### src/rtl/axil_stat_pkg.sv
// Shared definitions for the AXI4-Lite statistics register block.
//   - byte offsets of every mapped register
//   - AXI response codes
//   - CTRL register layout and the register-select enum used by the decoder
//   - a byte-lane merge helper for WSTRB handling
package axil_stat_pkg;

  localparam logic [7:0] CTRL_OFF    = 8'h00;
  localparam logic [7:0] STATUS_OFF  = 8'h04;
  localparam logic [7:0] RX_PKT_OFF  = 8'h10;
  localparam logic [7:0] TX_PKT_OFF  = 8'h14;
  localparam logic [7:0] RX_BEAT_OFF = 8'h18;
  localparam logic [7:0] SCRATCH_OFF = 8'h20;

  localparam logic [1:0] RESP_OKAY   = 2'b00;
  localparam logic [1:0] RESP_SLVERR = 2'b10;

  // clear is a write-1 pulse and is never stored, so it always reads 0
  typedef struct packed {
    logic [29:0] rsvd;
    logic        clear;
    logic        enable;
  } ctrl_t;

  typedef enum logic [2:0] {
    REG_CTRL,
    REG_STATUS,
    REG_RX_PKT,
    REG_TX_PKT,
    REG_RX_BEAT,
    REG_SCRATCH,
    REG_NONE
  } reg_sel_e;

  function automatic logic [31:0] apply_wstrb(input logic [31:0] old_val,
                                              input logic [31:0] new_val,
                                              input logic [3:0]  strb);
    logic [31:0] res;
    for (int i = 0; i < 4; i++) begin
      res[8*i +: 8] = strb[i] ? new_val[8*i +: 8] : old_val[8*i +: 8];
    end
    return res;
  endfunction

endpackage

### src/rtl/axis_beat_counter.sv
// Snoops one AXI-Stream handshake and keeps packet/beat statistics.
// Ports:
//   clk_sys, rst_b        clock, async active-low reset
//   valid, ready, last    snooped AXIS handshake
//   enable                counters advance only while set
//   clear                 synchronous zero of both counters; wins over increment
//   pkt_cnt, beat_cnt     wrapping counters (tlast beats, all beats)
//   busy                  packet in flight: set on a non-last beat, cleared on tlast
module axis_beat_counter #(
  parameter int CNT_W = 32
) (
  input  logic             clk_sys,
  input  logic             rst_b,
  input  logic             valid,
  input  logic             ready,
  input  logic             last,
  input  logic             enable,
  input  logic             clear,
  output logic [CNT_W-1:0] pkt_cnt,
  output logic [CNT_W-1:0] beat_cnt,
  output logic             busy
);

  logic [CNT_W-1:0] pkt_cnt_d,  pkt_cnt_q;
  logic [CNT_W-1:0] beat_cnt_d, beat_cnt_q;
  logic             busy_d,     busy_q;
  logic             beat;

  assign beat = valid & ready;

  always_comb begin
    pkt_cnt_d  = pkt_cnt_q;
    beat_cnt_d = beat_cnt_q;
    busy_d     = busy_q;

    // busy tracks framing only; it ignores enable and clear
    if (beat) begin
      busy_d = ~last;
    end

    if (clear) begin
      pkt_cnt_d  = '0;
      beat_cnt_d = '0;
    end else if (enable && beat) begin
      beat_cnt_d = beat_cnt_q + CNT_W'(1);
      if (last) begin
        pkt_cnt_d = pkt_cnt_q + CNT_W'(1);
      end
    end
  end

  always_ff @(posedge clk_sys or negedge rst_b) begin
    if (!rst_b) begin
      pkt_cnt_q  <= '0;
      beat_cnt_q <= '0;
      busy_q     <= 1'b0;
    end else begin
      pkt_cnt_q  <= pkt_cnt_d;
      beat_cnt_q <= beat_cnt_d;
      busy_q     <= busy_d;
    end
  end

  assign pkt_cnt  = pkt_cnt_q;
  assign beat_cnt = beat_cnt_q;
  assign busy     = busy_q;

endmodule

### src/rtl/axil_stat_regs.sv
// AXI4-Lite responder holding control, scratch and stream statistics.
// Ports:
//   ap_clk, ap_rst_n            clock, async active-low reset
//   s_axi_control_*             AXI4-Lite slave (AW/W/B, AR/R)
//   in_tvalid/tready/tlast      input stream handshake, snooped
//   out_tvalid/tready/tlast     output stream handshake, snooped
//   ctrl_enable                 CTRL[0], kernel enable
// Only byte address bits [ADDR_W-1:2] take part in decode.
module axil_stat_regs
  import axil_stat_pkg::*;
#(
  parameter int ADDR_W = 6,
  parameter int CNT_W  = 32
) (
  input  logic              ap_clk,
  input  logic              ap_rst_n,
  input  logic [ADDR_W-1:0] s_axi_control_AWADDR,
  input  logic              s_axi_control_AWVALID,
  output logic              s_axi_control_AWREADY,
  input  logic [31:0]       s_axi_control_WDATA,
  input  logic [3:0]        s_axi_control_WSTRB,
  input  logic              s_axi_control_WVALID,
  output logic              s_axi_control_WREADY,
  output logic [1:0]        s_axi_control_BRESP,
  output logic              s_axi_control_BVALID,
  input  logic              s_axi_control_BREADY,
  input  logic [ADDR_W-1:0] s_axi_control_ARADDR,
  input  logic              s_axi_control_ARVALID,
  output logic              s_axi_control_ARREADY,
  output logic [31:0]       s_axi_control_RDATA,
  output logic [1:0]        s_axi_control_RRESP,
  output logic              s_axi_control_RVALID,
  input  logic              s_axi_control_RREADY,
  input  logic              in_tvalid,
  input  logic              in_tready,
  input  logic              in_tlast,
  input  logic              out_tvalid,
  input  logic              out_tready,
  input  logic              out_tlast,
  output logic              ctrl_enable
);

  function automatic reg_sel_e decode_addr(input logic [ADDR_W-1:0] addr);
    logic [ADDR_W-1:0] a;
    a = addr & ~ADDR_W'(3);
    if      (a == ADDR_W'(CTRL_OFF))    return REG_CTRL;
    else if (a == ADDR_W'(STATUS_OFF))  return REG_STATUS;
    else if (a == ADDR_W'(RX_PKT_OFF))  return REG_RX_PKT;
    else if (a == ADDR_W'(TX_PKT_OFF))  return REG_TX_PKT;
    else if (a == ADDR_W'(RX_BEAT_OFF)) return REG_RX_BEAT;
    else if (a == ADDR_W'(SCRATCH_OFF)) return REG_SCRATCH;
    else                                return REG_NONE;
  endfunction

  logic        awready_d, awready_q;
  logic        bvalid_d,  bvalid_q;
  logic [1:0]  bresp_d,   bresp_q;
  logic        arready_d, arready_q;
  logic        rvalid_d,  rvalid_q;
  logic [1:0]  rresp_d,   rresp_q;
  logic [31:0] rdata_d,   rdata_q;
  ctrl_t       ctrl_d,    ctrl_q;
  logic [31:0] scratch_d, scratch_q;

  logic        wr_hs, rd_hs;
  logic        clear_pulse;
  reg_sel_e    wr_sel, rd_sel;

  logic [CNT_W-1:0] rx_pkt, rx_beat, tx_pkt, tx_beat_unused;
  logic             in_busy, out_busy;

  // A write is taken in the cycle AWREADY/WREADY are high; both channels
  // are accepted together, so one ready flop serves both.
  assign wr_hs  = awready_q & s_axi_control_AWVALID & s_axi_control_WVALID;
  assign rd_hs  = arready_q & s_axi_control_ARVALID;
  assign wr_sel = decode_addr(s_axi_control_AWADDR);
  assign rd_sel = decode_addr(s_axi_control_ARADDR);

  always_comb begin
    awready_d   = s_axi_control_AWVALID & s_axi_control_WVALID & ~bvalid_q & ~awready_q;
    bvalid_d    = bvalid_q & ~s_axi_control_BREADY;
    bresp_d     = bresp_q;
    ctrl_d      = ctrl_q;
    ctrl_d.clear = 1'b0;
    ctrl_d.rsvd  = '0;
    scratch_d   = scratch_q;
    clear_pulse = 1'b0;

    if (wr_hs) begin
      bvalid_d = 1'b1;
      bresp_d  = (wr_sel == REG_NONE) ? RESP_SLVERR : RESP_OKAY;
      case (wr_sel)
        REG_CTRL: begin
          if (s_axi_control_WSTRB[0]) begin
            ctrl_d.enable = s_axi_control_WDATA[0];
            // applied to the counters this same cycle so it beats any increment
            clear_pulse   = s_axi_control_WDATA[1];
          end
        end
        REG_SCRATCH: scratch_d = apply_wstrb(scratch_q, s_axi_control_WDATA,
                                             s_axi_control_WSTRB);
        default: ;
      endcase
    end
  end

  always_comb begin
    arready_d = s_axi_control_ARVALID & ~rvalid_q & ~arready_q;
    rvalid_d  = rvalid_q & ~s_axi_control_RREADY;
    rdata_d   = rdata_q;
    rresp_d   = rresp_q;

    // snapshot uses the registered counters, i.e. the pre-increment value
    if (rd_hs) begin
      rvalid_d = 1'b1;
      rresp_d  = RESP_OKAY;
      case (rd_sel)
        REG_CTRL:    rdata_d = ctrl_q;
        REG_STATUS:  rdata_d = {30'b0, out_busy, in_busy};
        REG_RX_PKT:  rdata_d = 32'(rx_pkt);
        REG_TX_PKT:  rdata_d = 32'(tx_pkt);
        REG_RX_BEAT: rdata_d = 32'(rx_beat);
        REG_SCRATCH: rdata_d = scratch_q;
        default: begin
          rdata_d = '0;
          rresp_d = RESP_SLVERR;
        end
      endcase
    end
  end

  always_ff @(posedge ap_clk or negedge ap_rst_n) begin
    if (!ap_rst_n) begin
      awready_q <= 1'b0;
      bvalid_q  <= 1'b0;
      bresp_q   <= RESP_OKAY;
      arready_q <= 1'b0;
      rvalid_q  <= 1'b0;
      rresp_q   <= RESP_OKAY;
      rdata_q   <= '0;
      ctrl_q    <= '0;
      scratch_q <= '0;
    end else begin
      awready_q <= awready_d;
      bvalid_q  <= bvalid_d;
      bresp_q   <= bresp_d;
      arready_q <= arready_d;
      rvalid_q  <= rvalid_d;
      rresp_q   <= rresp_d;
      rdata_q   <= rdata_d;
      ctrl_q    <= ctrl_d;
      scratch_q <= scratch_d;
    end
  end

  axis_beat_counter #(.CNT_W(CNT_W)) u_in_cnt (
    .clk_sys  (ap_clk),
    .rst_b    (ap_rst_n),
    .valid    (in_tvalid),
    .ready    (in_tready),
    .last     (in_tlast),
    .enable   (ctrl_q.enable),
    .clear    (clear_pulse),
    .pkt_cnt  (rx_pkt),
    .beat_cnt (rx_beat),
    .busy     (in_busy)
  );

  // output-side beat count has no register slot
  axis_beat_counter #(.CNT_W(CNT_W)) u_out_cnt (
    .clk_sys  (ap_clk),
    .rst_b    (ap_rst_n),
    .valid    (out_tvalid),
    .ready    (out_tready),
    .last     (out_tlast),
    .enable   (ctrl_q.enable),
    .clear    (clear_pulse),
    .pkt_cnt  (tx_pkt),
    .beat_cnt (tx_beat_unused),
    .busy     (out_busy)
  );

  assign s_axi_control_AWREADY = awready_q;
  assign s_axi_control_WREADY  = awready_q;
  assign s_axi_control_BVALID  = bvalid_q;
  assign s_axi_control_BRESP   = bresp_q;
  assign s_axi_control_ARREADY = arready_q;
  assign s_axi_control_RVALID  = rvalid_q;
  assign s_axi_control_RRESP   = rresp_q;
  assign s_axi_control_RDATA   = rdata_q;
  assign ctrl_enable           = ctrl_q.enable;

endmodule

### config.mk
export PLATFORM = sky130hd
export DESIGN_NAME = axil_stat_regs
export DESIGN_NICKNAME = d
export VERILOG_FILES = /design/src/rtl/axil_stat_pkg.sv /design/src/rtl/axis_beat_counter.sv /design/src/rtl/axil_stat_regs.sv
export SDC_FILE = /design/constraint.sdc
export NUM_CORES = 1
export LEC_CHECK = 0
export CAP_MARGIN = 10
export CORE_MARGIN = 2
export CORE_UTILIZATION = 29
export CTS_CLUSTER_SIZE = 16
export DETAILED_ROUTE_END_ITERATION = 7
export GPL_ROUTABILITY_DRIVEN = 0
export PLACE_DENSITY = 0.51
export SETUP_SLACK_MARGIN = 0.5
export SLEW_MARGIN = 30
export SYNTH_ARGS = -nofsm -noshare
export SYNTH_HDL_FRONTEND = slang
export SYNTH_SLANG_ARGS = --single-unit
### constraint.sdc
create_clock -name ap_clk -period 2.16 [get_ports ap_clk]
set_input_delay 0.432 -clock ap_clk [delete_from_list [all_inputs] [get_ports ap_clk]]
set_output_delay 0.432 -clock ap_clk [all_outputs]
set_load 0.005 [all_outputs]
==> results of run 1 <==
## cells by family (layout without fill, tap and decap cells)
logic type	after synthesis	count (layout)	share of synthesized area (%)
flops	169	169	50.2
fa+ha+maj	3	3	0.445
mux	35	35	4.66
compound gates	207	207	16.9
buf+inv	70	355	3.37
simple gates	333	335	21.3
xor+xnor	30	30	3.12
other cells	1	2	0.0445
## cell usage after synthesis, drive strengths merged (14+ instances only)
cell      n  area (µm²)
mux2     34         383
a22o     31         272
and4     14         123
a21oi    68         340
a222oi   32         320
nand2   108         405
dfrtp   169        4230
inv      16        60.1
or4      39         297
nand3    34         170
nor2     38         143
xnor2    20         175
clkbuf   47         176
o21ai    32         160
o31ai    33         248
nand4    23         165
or3      30         188
## power groups by stage
stage	clock [mW]	sequential [mW]	combinational (mW)
2_1_floorplan	0	3.34	0.149
3_3_place_gp	0	3.35	0.508
3_5_place_dp	0	3.35	0.515
4_1_cts	3.17	3.28	0.573
5_1_grt	3.31	3.29	0.654
6_report	3.11	3.28	0.600
## layout make-up
cell class | count | area (µm²) | share of cell area (%)
clock inverters | 14 | 150 | 1.15
flip-flops and latches | 169 | 4250 | 32.5
multi-input cells | 612 | 4550 | 34.8
inverters | 16 | 60.1 | 0.459
repair buffers | 307 | 3150 | 24.1
clock buffers | 18 | 439 | 3.36
well taps | 384 | 480 | 3.67
## through the flow
stage / worst slack, ps / hold WS (ps) / util [%] / total power, mW
4_1_cts: 168 / 366 / 43.6 / 7.03
6_report: 156 / 341 / 45.6 / 7.00
5_1_grt: 75.6 / 361 / 45.6 / 7.26
3_3_place_gp: -443 / 397 / 37.7 / 3.86
2_1_floorplan: 219 / 136 / - / 3.49
3_5_place_dp: -356 / 398 / 37.7 / 3.86
## sequential cells by signal, indices dropped and copies added, names as in the netlist
register               count
u_out_cnt.busy             1
s_axi_control_BRESP        1
s_axi_control_BVALID       1
u_in_cnt.beat_cnt         32
u_in_cnt.pkt_cnt          32
s_axi_control_RDATA       32
ctrl_enable                1
s_axi_control_ARREADY      1
s_axi_control_RVALID       1
s_axi_control_AWREADY      1
s_axi_control_RRESP        1
u_in_cnt.busy              1
scratch_q                 32
u_out_cnt.pkt_cnt         32
## layer usage
metal	wire length, µm	GRT usage [%]
met5	0	0
met1	13800	27.5
met2	14500	31.9
met4	426	4.79
met3	1570	4.05
## critical path, cell delays in order
cell	delay, ps
clkdlybuf4s50_1	480
nand4_1	160
or4_4	580
buf_6	170
or4_4	410
a21oi_2	140
## final timing paths
path                                        startpoint                      end  slack (ps)
worst max-delay path                        out_tvalid    u_out_cnt.pkt_cnt[25]         160
worst min-delay path                         out_tlast           u_out_cnt.busy         340
worst min register to register  s_axi_control_BRESP[1]   s_axi_control_BRESP[1]         500
max in group asynchronous                     ap_rst_n  s_axi_control_RDATA[28]        1010
min in group asynchronous                     ap_rst_n  s_axi_control_RDATA[21]         500
worst max register to register    u_out_cnt.pkt_cnt[2]    u_out_cnt.pkt_cnt[25]         160
## what timing repair did
item,4_1_cts,5_1_grt
setup buffers,59,24
cloned,12,3
setup endpoints to repair,200,119
resized for setup,141,101
pin swaps,53,40
endpoints found under the hold margin,36,0
hold buffers,1,0
==> flow_summary.ini, run 1 <==
[synth]
synthFlopType = dfrtp_1
async_reset_ff_share_pct = 100
ys_ff_latch = 169
netlist_instances = 848
syn-cell-area_mm2 = 0.00843
syn_area_per_cell_um2 = 9.94
ys_warn_count = 0
synth.distinct_cells = 46
ys_seq_area_share_pct = 50.2
synth_edf_count = 0

[placement]
portBuffers = 96
place_inst = 1389
place_area_mm2 = 0.0108
place_hpwl_um = 19300

[power_and_ir_drop]
power.internal_mw = 5.29
p_leak_nw = 5.84
clock_power_share_pct = 44.5
pwr-share-comb_pct = 8.6
seqPwrFrac_pct = 46.9
sw_frac_of_total_pct = 24.4
power_density_mw_per_mm2 = 535
irDropWorstVdd_v = 0.000435
p_switching_mw = 1.71

[clock_tree]
cts_tree = yes
cts_buffers = 17
path_clk_slew_ps = 70
clk_root_buffer_cell = clkbuf_16
clkLatencyLatePin_ps = 440
h-tree-depth = 4
cts.sinks = 169
cts_buffer_depth = 2

[cells_and_area]
final_cells = 1520
num_antenna_cells = 0
area_delta_synth_final_pct = 55.1
final_cell_mix = 153 x dfrtp_1, 140 x buf_4, 100 x nand2_1
nets = 1187
fill_cells = 2744
final_cell_area_mm2 = 0.0131
drive_gt1_share_pct = 36.6
final_common_cell = dfrtp_1

[sta]
finalMaxSlewViolations = 0
setup_viol = 0
period_share_pct = 92.8
worst_slew_pin_slew_ps = 624
hold_viol = 0
post-route-min-period_ps = 2000
fmax_ghz = 0.499
fin_setup_tns_ps = 0
slew_headroom_pct = 58.3
fin_skew_ps = 11.7
rsz0062_at_grt = yes

[critical_path]
endpoint_kind = register
critPathLaunchType = input port
worstPathMaxFanout = 6
worst-setup-path-type = input port to register
critPathArrivalTime_ps = 2370
rr_worst_depth = 5
cp.required_ps = 2530

[floorplanning]
start_util_pct = 29.4
coreArea_mm2 = 0.0287
fp.dieW_um = 175
ioPinCount = 103
die_area_mm2 = 0.0305
die_h_um = 175
num_rows = 62

[routing]
dr.first_iter.drc_count = 758
post-route-drc-count = 0
route.final.wire_length_um = 30300
viasPerCell = 5.33
wl_per_cell_um = 19.9
num_vias = 8102
dr.pass1.iters = 6
ant_nets = 0

[global_route]
grt_max_degree = 42
grt_first_pass_wirelength_um = 47000
globalRouteTotalUtil_pct = 19.9
grt_pass1_vias = 8001
antenna_found_initial = 0
gr-total-overflow = 0

[min_path]
holdPathStages = 3
min_path_type = input port to register

[job]
drv_cap = 0

[status]
status = finished, final reports clean
Power figures use the tool's default switching activity.
==> inputs of run 2 (changes only) <==
Settings changed: SKIP_CTS_REPAIR_TIMING from default to 1, SKIP_LAST_GASP from default to 1.
==> run 2 against run 1 <==
Wire length is 1.6% lower. Count of clock-buffer cells in the layout did not move. Combinational power down 0.8%. Hold slack lost 28 ps. Worst setup slack worse by 25 ps. First-iteration DRC count is 0.40% lower. Critical endpoint is now u_in_cnt.beat_cnt[30]. Critical path depth decreased by 1. Cell count is 1.6% lower. Non-clock buffer count down 26. Sequential share of layout area grew 0.37 points. Clock power about the same. Cell area is 1.2% lower.
==> flow_summary.ini, run 2 (synthesized netlist as in run 1, its figures left out) <==
[status]
status = finished, final reports clean

[clock_tree]
path_clk_slew_ps = 70
cts_tree = yes
clk_root_buffer_cell = clkbuf_16
cts_buffers = 17
cts_buffer_depth = 2
clkLatencyLatePin_ps = 440
h-tree-depth = 4
cts.sinks = 169

[floorplanning]
num_rows = 62
fp.dieW_um = 175
die_h_um = 175
start_util_pct = 29.4
coreArea_mm2 = 0.0287
ioPinCount = 103
die_area_mm2 = 0.0305

[sta]
rsz0062_at_grt = yes
hold_slack_ps = 312
fin_setup_tns_ps = 0
period_share_pct = 93.9
post-route-min-period_ps = 2030
hold_viol = 0
finalMaxSlewViolations = 0
fin_skew_ps = 10.6
fmax_ghz = 0.493
worst_slew_pin_slew_ps = 612
slew_headroom_pct = 59.2
setup_viol = 0

[placement]
portBuffers = 96
place_area_mm2 = 0.0108
place_inst = 1389
place_hpwl_um = 19300

[global_route]
grt_pass1_vias = 7348
antenna_found_initial = 0
grt_first_pass_wirelength_um = 42500
grt_max_degree = 42
gr-total-overflow = 0
globalRouteTotalUtil_pct = 17.8

[routing]
wl_per_cell_um = 19.9
post-route-drc-count = 0
dr.first_iter.drc_count = 755
route.final.wire_length_um = 29800
dr.pass1.iters = 5
ant_nets = 0
viasPerCell = 5.36
num_vias = 8013

[cells_and_area]
drive_gt1_share_pct = 35.2
fin_util_pct = 45.0
nets = 1163
final_cell_area_mm2 = 0.0129
final_common_cell = dfrtp_1
final_cell_mix = 156 x dfrtp_1, 127 x buf_4, 103 x nand2_1
area_delta_synth_final_pct = 53.2
num_antenna_cells = 0
final_cells = 1496

[critical_path]
cp.required_ps = 2520
path_cells = nand4_1 -> buf_4 -> or4_4 -> or4_4 -> a21oi_2
cp_common_cell = or4_4
max_stage_delay_ps = 510
worst_path_dominant_cell_family = simple AND/OR/NAND/NOR gates
crit_buf_inv = 1
critPathLaunchType = register
cp_slowest_cell = or4_4
critPathArrivalTime_ps = 2390
rrSetupSlack_ps = 130
endpoint_kind = register
worstPathMaxFanout = 6
worst-setup-path-type = register to register

[power_and_ir_drop]
p_leak_nw = 6.18
irDropWorstVdd_v = 0.000430
power_density_mw_per_mm2 = 540

[job]
drv_cap = 0

[min_path]
min_path_type = input port to register
## run 2: area by class of cell
type / count / area (µm²)
repair buffers: 281 / 2900
multi-input cells: 614 / 4640
clock inverters: 14 / 150
well taps: 384 / 480
inverters: 16 / 60.1
flip-flops and latches: 169 / 4250
clock buffers: 18 / 439
fillers: 2754 / 15800
## run 2: per-stage QoR
| stage | power, mW | setup slack, ps |
|---|---|---|
| final | 6.98 | 131 |
| after floorplan | 3.49 | 219 |
| after CTS | 6.98 | 34.2 |
| after global placement | 3.86 | -443 |
| after global routing | 7.25 | 73.9 |
| after detailed placement | 3.86 | -356 |
## run 2: report_power, final
part	total (mW)	leakage [nW]	switching (mW)	internal, mW
clock network	3.10	0.282	1.36	1.74
logic	0.595	3.59	0.278	0.318
registers	3.29	2.30	0.0531	3.23
## run 2: path summary, 6_finish.rpt
| path | start | end | cells after the start |
|---|---|---|---|
| max | u_in_cnt.beat_cnt[6] | u_in_cnt.beat_cnt[30] | 5 |
| min | s_axi_control_AWVALID | s_axi_control_AWREADY | 3 |
| max reg2reg | u_in_cnt.beat_cnt[6] | u_in_cnt.beat_cnt[30] | 5 |
| min reg2reg | s_axi_control_BVALID | s_axi_control_AWREADY | 1 |
| max in group asynchronous | ap_rst_n | s_axi_control_ARREADY | 3 |
| min in group asynchronous | ap_rst_n | s_axi_control_RDATA[21] | 2 |
## run 2: metal layers
layer	GRT usage [%]	vias to the layer above	wire (µm)
li1	-	3740	-
met5	0	-	0
met4	4.86	0	873
met3	4.09	46	1680
met2	26.9	221	13700
met1	25.7	4006	13500
## run 2: worst register-to-register path: stages, from the launching register on
cell	delay, ps
dfrtp_1	430
nand4_1	170
buf_4	200
or4_4	490
or4_4	510
a21oi_2	150
==> inputs of run 3 (changes only) <==
Settings changed: CAP_MARGIN 10 to 40, CORE_MARGIN 2 to default.
==> run 3 against run 2 <==
Clock power fell by 2%. Combinational power shrank 2%. Die area is 2.3% lower. Clock skew grew 3.7 ps. Count of clock-buffer cells in the layout decreased by 1. Critical path depth unchanged. Cell count shrank 1.7%. Core utilization shrank 1.0 points.
==> flow_summary.ini, run 3 (synthesized netlist as in run 1, its figures left out) <==
[cells_and_area]
final_cell_mix = 165 x dfrtp_1, 115 x buf_4, 102 x nand2_1
area_delta_synth_final_pct = 49.3
final_cell_area_mm2 = 0.0126
num_antenna_cells = 0
drive_gt1_share_pct = 31.6
fill_cells = 2722
final_common_cell = dfrtp_1
fin_util_pct = 44.0
multi_input_area_mm2 = 0.00451
ff_latch_area_mm2 = 0.00423
nets = 1137

[critical_path]
regToRegEndpoint = u_in_cnt.beat_cnt[20]
endpoint_kind = register
worst-setup-path-type = register to register
worst_path_dominant_cell_family = simple AND/OR/NAND/NOR gates
worstPathMaxFanout = 5
r2r_start = ctrl_enable
critPathArrivalTime_ps = 2430
cp_slowest_cell = or4_4
cp.required_ps = 2520
rrSetupSlack_ps = 90
crit_buf_inv = 1
max_stage_delay_ps = 600
cp_common_cell = or4_4
path_cells = nand4_4 -> or4_4 -> buf_6 -> or4_4 -> a21oi_2
critPathLaunchType = register
rr_worst_depth = 5

[routing]
highest-signal-layer = met4
dr_wl_met2_um = 13100
wl_met1_um = 12600
dr.first_iter.drc_count = 620
route.final.wire_length_um = 27800
wl_met3_um = 1560
viasPerCell = 5.35
num_vias = 7865
dr.pass1.iters = 7
wl_per_cell_um = 18.9
ant_nets = 0
post-route-drc-count = 0

[clock_tree]
clkLatencyLatePin_ps = 440
clk_root_buffer_cell = clkbuf_16
path_clk_slew_ps = 80
cts_buffers = 17
cts.sinks = 169
cts_buffer_depth = 2
cts_tree = yes
h-tree-depth = 4

[power_and_ir_drop]
p_leak_nw = 6.14
irDropWorstVdd_v = 0.000523
total_power_mw = 6.91
power_density_mw_per_mm2 = 549

[sta]
layout_setup_ws_ps = 93.2
post-route-min-period_ps = 2070
hold_slack_ps = 266
fin_skew_ps = 14.3
setup_viol = 0
fmax_ghz = 0.484
worst_slew_pin_slew_ps = 572
slew_headroom_pct = 61.9
hold_viol = 0
period_share_pct = 95.7
rsz0062_at_grt = yes
finalMaxSlewViolations = 0

[placement]
portBuffers = 96
dp_slack_ps = -376
place_area_mm2 = 0.0108
place_hpwl_um = 18300

[floorplanning]
ioPinCount = 103
die_area_mm2 = 0.0298
start_util_pct = 29.5
num_rows = 62
die_h_um = 173
coreArea_mm2 = 0.0286
fp.dieW_um = 173

[min_path]
min_to = s_axi_control_AWREADY
min_path_type = input port to register
holdPathStages = 3
holdCritStartpoint = s_axi_control_AWVALID

[job]
drv_cap = 0

[global_route]
grt_max_degree = 61
antenna_found_initial = 0
gr-total-overflow = 0
grt_first_pass_wirelength_um = 41600
grt_pass1_vias = 7332
globalRouteTotalUtil_pct = 17.6

[status]
status = finished, final reports clean
run 3: cell type report:
| cell class | instances | area share [%] |
|---|---|---|
| Multi-Input combinational cell | 610 | 35.8 |
| Sequential cell | 169 | 33.6 |
| Timing Repair Buffer | 259 | 21.7 |
| Tap cell | 384 | 3.82 |
| Clock buffer | 17 | 3.38 |
| Clock inverter | 15 | 1.18 |
| Inverter | 16 | 0.477 |
run 3: worst max path at each step:
| stage | end | cells past startpoint | startpoint | slack [ps] |
|---|---|---|---|---|
| 2_1_floorplan | u_in_cnt.beat_cnt[26] | 6 | u_in_cnt.beat_cnt[0] | 220 |
| 3_3_place_gp | u_in_cnt.beat_cnt[25] | 5 | in_tready | -360 |
| 3_5_place_dp | u_in_cnt.beat_cnt[25] | 5 | in_tready | -380 |
| 4_1_cts | ctrl_enable | 2 | ctrl_enable | 0.7 |
| 5_1_grt | u_in_cnt.beat_cnt[26] | 6 | u_in_cnt.beat_cnt[1] | 50 |
| 6_report | u_in_cnt.beat_cnt[20] | 5 | ctrl_enable | 90 |
run 3: report_power, final:
part	total (mW)	internal, mW	switching [mW]
combinational	0.581	0.310	0.271
sequential	3.28	3.23	0.0499
clock	3.05	1.54	1.50
total	6.91	5.09	1.83
run 3: stage by stage:
stage / setup TNS (ps) / cells
4_1_cts: 0 / 1410
3_5_place_dp: -23800 / 1378
6_report: 0 / 1470
5_1_grt: 0 / 1470
2_1_floorplan: 0 / 849
3_3_place_gp: -20350 / 1378
run 3: worst register-to-register path, cell delays in order, from the launching register on:
cell     delay, ps
dfrtp_2        470
nand4_4        150
or4_4          600
buf_6          150
or4_4          480
a21oi_2        140
run 3: metal layers:
metal  up-vias  global-route usage, %
li1       3666                      -
met1      3950                   24.6
met2       217                   27.8
met3        32                   3.03
met4         0                   5.25
met5         -                      0
